`src/rtl/pc_stack_unit.sv`:
```
// pc_stack_unit: program counter with a hardware return-address stack.
// Selects increment, branch, call (push) or return (pop) each cycle.
module pc_stack_unit #(
  parameter int AW         = 9,
  parameter int DEPTH      = 8,
  parameter int RESET_ADDR = 0
) (
  input  logic                       clk,
  input  logic                       rst,
  input  logic                       stall,
  input  logic                       br_en,
  input  logic [AW-1:0]              br_target,
  input  logic                       call_en,
  input  logic [AW-1:0]              call_target,
  input  logic                       ret_en,
  output logic [AW-1:0]              pc_out,
  output logic [$clog2(DEPTH+1)-1:0] stk_count,
  output logic                       stk_full,
  output logic                       stk_empty,
  output logic                       stk_err
);

  localparam int CW = $clog2(DEPTH + 1);
  localparam int PW = $clog2(DEPTH);

  localparam logic [CW-1:0] FULL_CNT = CW'(DEPTH);
  localparam logic [AW-1:0] RST_PC   = AW'(RESET_ADDR);

  logic [AW-1:0] mem [DEPTH];

  logic [AW-1:0] pc_inc;
  logic [AW-1:0] pc_nxt;
  logic [AW-1:0] top;
  logic [CW-1:0] cnt_nxt;
  logic [PW-1:0] wr_idx;
  logic [PW-1:0] rd_idx;
  logic          err_nxt;
  logic          push;

  logic sel_ret;
  logic sel_call;
  logic sel_br;
  logic sel_inc;

  assign pc_inc = pc_out + AW'(1);

  // Slot above the top is the push slot; top entry sits one below it.
  assign wr_idx = PW'(stk_count);
  assign rd_idx = PW'(stk_count - CW'(1));
  assign top    = mem[rd_idx];

  assign stk_full  = (stk_count == FULL_CNT);
  assign stk_empty = (stk_count == '0);

  // One-hot request select: stall > ret > call > br > increment.
  assign sel_ret  = ~stall & ret_en;
  assign sel_call = ~stall & ~ret_en & call_en;
  assign sel_br   = ~stall & ~ret_en & ~call_en & br_en;
  assign sel_inc  = ~stall & ~ret_en & ~call_en & ~br_en;

  // A call on a full stack still jumps but drops its return address.
  assign push = sel_call & ~stk_full;

  // Next PC, stack depth and error flag from the selected request.
  always_comb begin
    pc_nxt  = pc_out;
    cnt_nxt = stk_count;
    err_nxt = stk_err;
    unique case (1'b1)
      sel_ret: begin
        if (stk_empty) begin
          pc_nxt  = pc_inc;
          err_nxt = 1'b1;
        end else begin
          pc_nxt  = top;
          cnt_nxt = stk_count - CW'(1);
        end
      end
      sel_call: begin
        pc_nxt = call_target;
        if (stk_full) begin
          err_nxt = 1'b1;
        end else begin
          cnt_nxt = stk_count + CW'(1);
        end
      end
      sel_br: begin
        pc_nxt = br_target;
      end
      sel_inc: begin
        pc_nxt = pc_inc;
      end
      default: begin
        pc_nxt = pc_out;
      end
    endcase
  end

  // PC, depth and sticky error registers.
  always_ff @(posedge clk or posedge rst) begin
    if (rst) begin
      pc_out    <= RST_PC;
      stk_count <= '0;
      stk_err   <= 1'b0;
    end else begin
      pc_out    <= pc_nxt;
      stk_count <= cnt_nxt;
      stk_err   <= err_nxt;
    end
  end

  // Return-address storage; contents are don't-care after reset.
  always_ff @(posedge clk) begin
    if (push) begin
      mem[wr_idx] <= pc_inc;
    end
  end

endmodule

```
`config.mk`:
```
export PLATFORM = sky130hd
export DESIGN_NAME = pc_stack_unit
export DESIGN_NICKNAME = d
export VERILOG_FILES = /design/src/rtl/pc_stack_unit.sv
export SDC_FILE = /design/constraint.sdc
export NUM_CORES = 1
export LEC_CHECK = 0
export ABC_AREA = 1
export BUFFER_PORTS_ARGS = -buffer_cell sky130_fd_sc_hd__buf_4
export CAP_MARGIN = 15
export CORE_MARGIN = 2
export CORE_UTILIZATION = 40
export CTS_CLUSTER_DIAMETER = 40
export DETAILED_ROUTE_END_ITERATION = 12
export PLACE_DENSITY_LB_ADDON = 0.15
export SETUP_SLACK_MARGIN = 0.3
export SKIP_LAST_GASP = 1
export SLEW_MARGIN = 20
export SYNTH_ARGS = -nofsm -noshare
export SYNTH_HDL_FRONTEND = slang
export SYNTH_SLANG_ARGS = --single-unit
```
`constraint.sdc`:
```
create_clock -name clk -period 2.3 [get_ports clk]
set_input_delay 0.46 -clock clk [delete_from_list [all_inputs] [get_ports clk]]
set_output_delay 0.46 -clock clk [all_outputs]
set_load 0.01 [all_outputs]
```
==> results.json, run 1 <==
{
  "share_of_the_clock_period_used_by_the_worst_path_pct": 82.9,
  "post_synth_inst_count": 434,
  "criticalPathCategory": "register to output pin",
  "detailed_place_hpwl_mm": 7.74,
  "crit_path_max_fanout": 4,
  "critPathSlowestCell": "dfrtp_1",
  "yosysUniqueCellTypes": 36,
  "grt_util_met1_pct": 30.0,
  "post_drt_via_cell_ratio": 5.11,
  "synth_ff_type": "edfxtp_1",
  "slowest_delay_ps": 380,
  "synth_async_sr_flop_share_pct": 16.3,
  "die_h_um": 106,
  "dieWidth_um": 106,
  "crit_arrival_ps": 1450,
  "hp-class": "primary input to async pin",
  "placeableCoreArea_sq_mm": 0.0102,
  "tightest_slew_ps": 644,
  "finish.instance_area_sq_mm": 0.00492,
  "drc": 0,
  "wirelength_mm": 10.8,
  "setup_repair_after_global_routing_missed_its_margin": "yes",
  "gr-usage-met3_pct": 3.31,
  "timing_max_transition_violations_final": 0,
  "placement.cell_area_sq_mm": 0.00471,
  "final_nets": 512,
  "global_route.peak_usage_layer": "met2",
  "skew_ps": 9.59,
  "gr-usage-met2_pct": 31.1,
  "final.setup.worst_slack_ps": 394,
  "post_synth_instance_area_sq_mm": 0.00418,
  "path_depth": 5,
  "synth.mux.area_fraction_pct": 0,
  "dominant_combinational_cell_family_by_area_after_synthesis": "simple AND/OR/NAND/NOR gates",
  "cellLeakagePower_nw": 2.03,
  "tritoncts_clock_tree": "built",
  "synth.yosys.seq_area_share_pct": 60.1,
  "worst_reg2reg_path_depth": 5,
  "antenna_violating_nets_post_route": 0,
  "timing.critical_path.to_type": "output pin",
  "synthToLayoutAreaGrowth_pct": 17.7,
  "wl_per_cell_um": 17.3,
  "cts.reportedPaths.clkPinSlew_ps": 90,
  "floorplan.die_area_sq_mm": 0.0113,
  "placement_rows": 37,
  "synthesized_area_fraction_occupied_by_xor_and_xnor_cells_pct": 0.628,
  "worst-path-buf-inv": 2,
  "synth_edf_count": 72,
  "track_usage_pct": 20.2,
  "syn_avg_cell_area_sq_um": 9.64,
  "peakVddDrop_mv": 1.07,
  "drtPass1Iterations": 6,
  "layout_common_cells": "143 x nand2_1, 72 x edfxtp_1, 70 x nand3_1",
  "cts_root_buf": "clkbuf_8",
  "synth_fa_ha_area_share_pct": 0.897,
  "run_status": "finished, final reports clean",
  "critPathLaunchType": "register",
  "drv_cap": 0,
  "clk_path_buf_depth": 2,
  "grt_first_pass_wirelength_mm": 16.9,
  "crit_path_cell_chain": "inv_1, ha_1, nand2_4, nor2_4, buf_4",
  "place.gp.congestion": 0.869,
  "layout_commonest_cell": "nand2_1",
  "fin_crit_ps": 1910,
  "yosys_warnings": 0,
  "yosys_register_bits": 86,
  "design.portCount": 40,
  "diodes": 0,
  "synthSimpleGateAreaFrac_pct": 30.1,
  "clock_latency_ps": 360,
  "synth_nets": 461,
  "pre_cts_slack_ps": 338,
  "setup_viol_count_final": 0,
  "cts_buffers": 9,
  "place.port_buffers": 39,
  "powerDensity_mw_per_mm2": 1280,
  "crit_required_ps": 1840,
  "power.total_mw": 6.30,
  "detail_route.iter0.violations": 199,
  "synth_compound_area_share_pct": 3.47,
  "post_route_cells_drive_above_1_share_pct": 20.2,
  "path_delay_family": "flip-flops",
  "maxSlewHeadroom_pct": 56.7,
  "fmax_mhz": 525,
  "clock_sink_count": 86,
  "grt_overflow": 0,
  "htree_num_levels": 3,
  "starting_density_of_the_core_pct": 40.9,
  "first_global_vias": 3024,
  "grt_antenna_before_repair": 0,
  "final-hold-violation-count": 0,
  "overall_via_count_from_detail_route": 3200,
  "largest_net_degree_at_the_start_of_global_routing": 42,
  "setup_total_negative_slack_ps": 0,
  "hold_buffer_count_at_cts": 0
}
-- state kept, by name, indices dropped and copies added, names as in the netlist --
signal and count:
pc_out 9, mem 72, stk_err 1, stk_count 4
-- through the flow --
step	util (%)	std cells	hold WS (ps)
finish	48.1	626	183
global route	48.1	626	229
CTS	48.1	626	190
detailed placement	46.1	609	467
global placement	46.1	609	464
floorplan	-	434	349
-- cells in the mapped netlist, types with 4 or more instances --
cell / count / area, sq um
o21ai_0: 12 / 60.1
buf_2: 6 / 30.0
edfxtp_1: 72 / 2160
nor2_1: 34 / 128
nor3_1: 4 / 20.0
nand3_1: 70 / 350
nand4_1: 6 / 37.5
clkbuf_1: 4 / 15.0
and2_1: 4 / 25.0
dfrtp_1: 14 / 350
inv_2: 4 / 15.0
inv_1: 19 / 71.3
nand2_1: 143 / 537
-- metal layers --
metal / up-vias / part of all wire, % / wire length (um)
met2: 114 / 47 / 5120
met3: 11 / 5.5 / 593
met5: - / 0 / 0
met1: 1510 / 46 / 5010
li1: 1565 / - / -
met4: 0 / 1.0 / 110
-- power breakdown --
group | switching [mW] | internal [mW] | leakage, nW
clock | 0.558 | 0.506 | 0.0976
combinational | 1.99 | 0.968 | 1.11
sequential | 0.189 | 2.10 | 0.819
total | 2.73 | 3.57 | 2.03
-- timing repair --
item,4_1_cts,5_1_grt
pin swaps,1,0
setup buffers,1,0
cloned,0,0
gates resized for setup,0,2
endpoints found under the setup margin,1,13
-- layout make-up --
class | instances | area, sq um
inverter | 29 | 131
multi-input combinational | 306 | 1510
timing repair buffer | 53 | 398
sequential | 86 | 2510
tap | 136 | 170
clock buffer | 9 | 124
fill | 975 | 5310
clock inverter | 7 | 72.6
-- cell families (layout without fill, tap and decap cells) --
group,after synthesis,in the layout
simple gates,277,277
buf+inv,42,98
compound gates,23,23
flops,86,86
fa+ha+maj,3,3
xor+xnor,3,3
-- path summary, 6_finish.rpt --
check	slack, ps	to	start
worst min register to register	490	stk_err$_DFFE_PP0P_	stk_err$_DFFE_PP0P_
worst max register to register	430	mem[1][4]$_DFFE_PP_	stk_count[0]$_DFFE_PP0P_
worst max-delay path	390	stk_empty	stk_count[1]$_DFFE_PP0P_
worst min-delay path	180	stk_count[1]$_DFFE_PP0P_	rst
min in group clk	410	pc_out[3]$_DFFE_PP0P_	call_target[3]
max in group asynchronous	1670	stk_count[0]$_DFFE_PP0P_	rst
No activity file was read; power rests on OpenSTA's default activity.
==> run 2: changes to the inputs <==
- clock period: 2.3 -> 1.7 ns (I/O delays scaled with it)
==> results.json, run 2 (synthesis results as in run 1) <==
{
  "run_status": "finished, violations left",
  "failed_checks": "negative setup slack",
  "registers.top_by_ff_count": "mem",
  "final-hold-violation-count": 0,
  "detailed_place_hpwl_mm": 7.86,
  "clock_sink_count": 86,
  "grt_antenna_before_repair": 0,
  "finish.instance_area_sq_mm": 0.00608,
  "final-instance-count-excl-fill": 688,
  "placement_rows": 37,
  "worst-path-buf-inv": 5,
  "power.total_mw": 11.0,
  "detail_route.iter0.violations": 210,
  "dieWidth_um": 106,
  "largest_registers": "mem: 72 flops, pc_out: 9 flops, stk_count: 4 flops",
  "post_drt_via_cell_ratio": 5.08,
  "final_util_pct": 59.4,
  "hp-class": "primary input to async pin",
  "critPathLaunchType": "register",
  "wl_per_cell_um": 17.9,
  "pre_cts_slack_ps": -16.6,
  "largest_register_ffs": 72,
  "diodes": 0,
  "overall_via_count_from_detail_route": 3492,
  "htree_num_levels": 3,
  "layout_commonest_cell": "nand2_1",
  "antenna_violating_nets_post_route": 0,
  "share_of_the_clock_period_used_by_the_worst_path_pct": 104,
  "fmax_mhz": 567,
  "crit_path_max_fanout": 9,
  "grt_overflow": 0,
  "tightest_slew_ps": 641,
  "skew_ps": 13.0,
  "post_route_cells_drive_above_1_share_pct": 40.0,
  "maxSlewHeadroom_pct": 57.2,
  "floorplan.die_area_sq_mm": 0.0113,
  "crit_path_cell_chain": "buf_4, buf_6, buf_12, or2_4, buf_4, nor2_4, buf_12",
  "grt_first_pass_wirelength_mm": 18.4,
  "clk_path_buf_depth": 2,
  "hold_buffer_count_at_cts": 0,
  "place.gp.congestion": 0.778,
  "powerDensity_mw_per_mm2": 1810,
  "setup_total_negative_slack_ps": -1070,
  "placement.cell_area_sq_mm": 0.00497,
  "cts.reportedPaths.clkPinSlew_ps": 90,
  "critPathSlowestCell": "dfrtp_2",
  "fin_crit_ps": 1760,
  "fill_cells": 845,
  "cts_buffers": 9,
  "drc": 0,
  "starting_density_of_the_core_pct": 40.9,
  "timing_max_transition_violations_final": 0,
  "largest_net_degree_at_the_start_of_global_routing": 27,
  "drtPass1Iterations": 4,
  "first_global_vias": 3280,
  "placed_cells": 634,
  "crit_arrival_ps": 1840,
  "clock_latency_ps": 370,
  "track_usage_pct": 21.9,
  "final.setup.worst_slack_ps": -62.7,
  "place.port_buffers": 39,
  "peakVddDrop_mv": 1.58,
  "setup_viol_count_final": 25,
  "setup_repair_after_global_routing_missed_its_margin": "yes",
  "die_h_um": 106,
  "path_delay_family": "buffers and inverters",
  "tritoncts_clock_tree": "built",
  "placeableCoreArea_sq_mm": 0.0102,
  "cts_root_buf": "clkbuf_8",
  "criticalPathCategory": "register to register",
  "wirelength_mm": 12.3,
  "layout_common_cells": "127 x nand2_1, 72 x edfxtp_1, 67 x buf_4",
  "final_nets": 575,
  "slowest_delay_ps": 440,
  "design.portCount": 40,
  "drv_cap": 0,
  "cellLeakagePower_nw": 2.53,
  "timing.critical_path.to_type": "register",
  "fin_worst_hold_slack_ps": 54.3,
  "synthToLayoutAreaGrowth_pct": 45.3,
  "crit_required_ps": 1780
}
-- run 2: worst paths after layout --
check | startpoint | end | slack, ps | cells past startpoint
max in group asynchronous | rst | stk_count[0]$_DFFE_PP0P_ | 1200 | 2
setup reg to reg | stk_count[0]$_DFFE_PP0P_ | mem[6][4]$_DFFE_PP_ | -60 | 7
setup / recovery | stk_count[0]$_DFFE_PP0P_ | mem[6][4]$_DFFE_PP_ | -60 | 7
hold / removal | rst | pc_out[2]$_DFFE_PP0P_ | 50 | 2
min in group clk | call_target[2] | pc_out[2]$_DFFE_PP0P_ | 280 | 5
hold reg to reg | stk_err$_DFFE_PP0P_ | stk_err$_DFFE_PP0P_ | 490 | 1
-- run 2: report_power, final --
| part | internal, mW | switching [mW] |
|---|---|---|
| sequential | 2.84 | 0.234 |
| combinational | 2.79 | 3.65 |
| clock | 0.687 | 0.787 |
-- run 2: cell type report --
| cell class | instances | area (sq um) | share of cell area (%) |
|---|---|---|---|
| repair buffers | 114 | 1180 | 19.5 |
| well taps | 136 | 170 | 2.80 |
| inverters | 29 | 160 | 2.64 |
| repair inverters | 1 | 16.3 | 0.268 |
| clock buffers | 9 | 124 | 2.04 |
| flip-flops and latches | 86 | 2520 | 41.5 |
| clock inverters | 6 | 71.3 | 1.17 |
| multi-input cells | 307 | 1830 | 30.1 |
-- run 2: per-layer routing --
metal / vias to the layer above / wire length (um) / global-route usage, %
met5: - / 0 / 0
met4: 0 / 264 / 6.39
met3: 22 / 691 / 4.54
met2: 103 / 6110 / 34.9
met1: 1669 / 5250 / 30.5
li1: 1698 / - / -
-- run 2: repair_timing --
action                                  CTS  global route
resized for setup                        76            49
gates cloned                              6             2
setup buffers                            13            18
endpoints found under the setup margin  142           143
pin swaps                                27            26
==> run 3: changes to the inputs <==
- clock period: 1.7 -> 1.94 ns (I/O delays scaled with it)
==> results.json, run 3 (synthesis results as in run 1) <==
{
  "diodes": 0,
  "die_h_um": 106,
  "track_usage_pct": 20.3,
  "cts_root_buf": "clkbuf_8",
  "peakVddDrop_mv": 1.06,
  "setup_total_negative_slack_ps": 0,
  "layout_commonest_cell": "nand2_1",
  "largest_register_ffs": 72,
  "dieWidth_um": 106,
  "drv_cap": 0,
  "placed_cells": 619,
  "htree_num_levels": 3,
  "tightest_slew_ps": 736,
  "fin_crit_ps": 1700,
  "comb_pwr_share_pct": 51.8,
  "tritoncts_clock_tree": "built",
  "cellLeakagePower_nw": 2.15,
  "detail_route.iter0.violations": 285,
  "power.total_mw": 7.82,
  "largest_registers": "mem: 72 flops, pc_out: 9 flops, stk_count: 4 flops",
  "maxSlewHeadroom_pct": 50.8,
  "crit_path_max_fanout": 4,
  "grt_first_pass_wirelength_mm": 17.1,
  "final-instance-count-excl-fill": 648,
  "share_of_the_clock_period_used_by_the_worst_path_pct": 87.6,
  "placeableCoreArea_sq_mm": 0.0102,
  "crit_path_cell_chain": "clkinv_4, ha_4, nand2_8, nor2_4, buf_6",
  "crit_arrival_ps": 1310,
  "starting_density_of_the_core_pct": 40.9,
  "share_seq_of_total_power_pct": 34.4,
  "synthToLayoutAreaGrowth_pct": 24.5,
  "crit_required_ps": 1550,
  "reg2reg_from": "stk_count[0]$_DFFE_PP0P_",
  "drtPass1Iterations": 5,
  "clk_path_buf_depth": 2,
  "hp-class": "primary input to async pin",
  "timing.critical_path.to_type": "output pin",
  "run_status": "finished, final reports clean",
  "post_drt_via_cell_ratio": 5.02,
  "wl_per_cell_um": 17.0,
  "cts_buffers": 9,
  "critPathSlowestCell": "dfrtp_2",
  "largest_net_degree_at_the_start_of_global_routing": 41,
  "clock_latency_ps": 350,
  "grt_overflow": 0,
  "clock_power_share_pct": 13.8,
  "layout_common_cells": "142 x nand2_1, 72 x edfxtp_1, 70 x nand3_1",
  "setup_repair_after_global_routing_missed_its_margin": "yes",
  "post_route_cells_drive_above_1_share_pct": 25.0,
  "worst_reg2reg_path_depth": 5,
  "placement_rows": 37,
  "worst_r2r_endpoint": "mem[0][1]$_DFFE_PP_",
  "criticalPathCategory": "register to output pin",
  "slowest_delay_ps": 440,
  "registers.top_by_ff_count": "mem",
  "netSwitchingFraction_pct": 43.0,
  "timing_max_transition_violations_final": 0,
  "cts.reportedPaths.clkPinSlew_ps": 90,
  "critPathLaunchType": "register",
  "p_int_mw": 4.46,
  "p_switching_mw": 3.36,
  "place.gp.congestion": 0.827,
  "antenna_violating_nets_post_route": 0,
  "drc": 0,
  "clock_sink_count": 86,
  "overall_via_count_from_detail_route": 3250,
  "setup_viol_count_final": 0,
  "place.port_buffers": 39,
  "floorplan.die_area_sq_mm": 0.0113,
  "final_nets": 534,
  "powerDensity_mw_per_mm2": 1500,
  "grt_antenna_before_repair": 0,
  "final-hold-violation-count": 0,
  "wirelength_mm": 11.0,
  "fmax_mhz": 588,
  "skew_ps": 10.6,
  "first_global_vias": 3124,
  "setup.reg_to_reg.worst_slack_ps": 290,
  "design.portCount": 40,
  "detailed_place_hpwl_mm": 7.71
}
==> run 3: cell type report <==
cell class | instances | area (sq um)
Sequential cell | 86 | 2510
Timing Repair Buffer | 75 | 667
Inverter | 29 | 146
Multi-Input combinational cell | 306 | 1550
Tap cell | 136 | 170
Clock inverter | 6 | 36.3
Fill cell | 944 | 5020
Clock buffer | 10 | 128
==> run 3: worst max path at each step <==
stage,endpoint,from,slack [ps],depth (start not counted)
2_1_floorplan,mem[6][0]$_DFFE_PP_,stk_count[0]$_DFFE_PP0P_,80,7
3_3_place_gp,mem[6][0]$_DFFE_PP_,stall,90,7
3_5_place_dp,mem[6][0]$_DFFE_PP_,stall,50,7
4_1_cts,stk_empty,stk_count[0]$_DFFE_PP0P_,210,5
5_1_grt,stk_full,stk_count[0]$_DFFE_PP0P_,190,5
6_report,stk_empty,stk_count[0]$_DFFE_PP0P_,240,5
==> run 3: stage by stage <==
stage	area (sq um)	setup slack, ps	utilization [%]	hold slack (ps)
after CTS	5100	207	49.8	117
after global routing	5210	187	50.9	136
final	5210	240	50.9	92.7
after detailed placement	4810	50.0	47.0	468
after floorplan	4260	82.2	-	277
after global placement	4810	89.4	47.0	466
==> run 3: repair_timing <==
action | in CTS | in global routing
gates resized for setup | 7 | 19
pin swaps | 8 | 6
hold buffers | 0 | 0
gates cloned | 0 | 1
endpoints found under the setup margin | 68 | 99
buffers inserted | 9 | 3
==> run 3: layer usage <==
layer / wire [um] / GRT usage [%] / vias up
li1: - / - / 1607
met1: 5060 / 28.4 / 1551
met2: 5300 / 33.0 / 79
met3: 462 / 2.76 / 13
met4: 159 / 6.20 / 0
met5: 0 / 0 / -
==> run 3: worst max-delay path, delay by kind of cell, from the launching register on <==
kind	cells	cell delay, ps
simple gates	2	190
fa+ha+maj	1	150
buf+inv	2	180
flops	1	440
==> run 3: power groups by stage <==
stage	registers, mW	clock network (mW)	logic [mW]
after global routing	2.71	1.18	4.50
after global placement	2.73	0	3.61
final	2.69	1.08	4.05
after floorplan	2.77	0	2.19
after CTS	2.69	1.10	3.78
after detailed placement	2.72	0	3.67
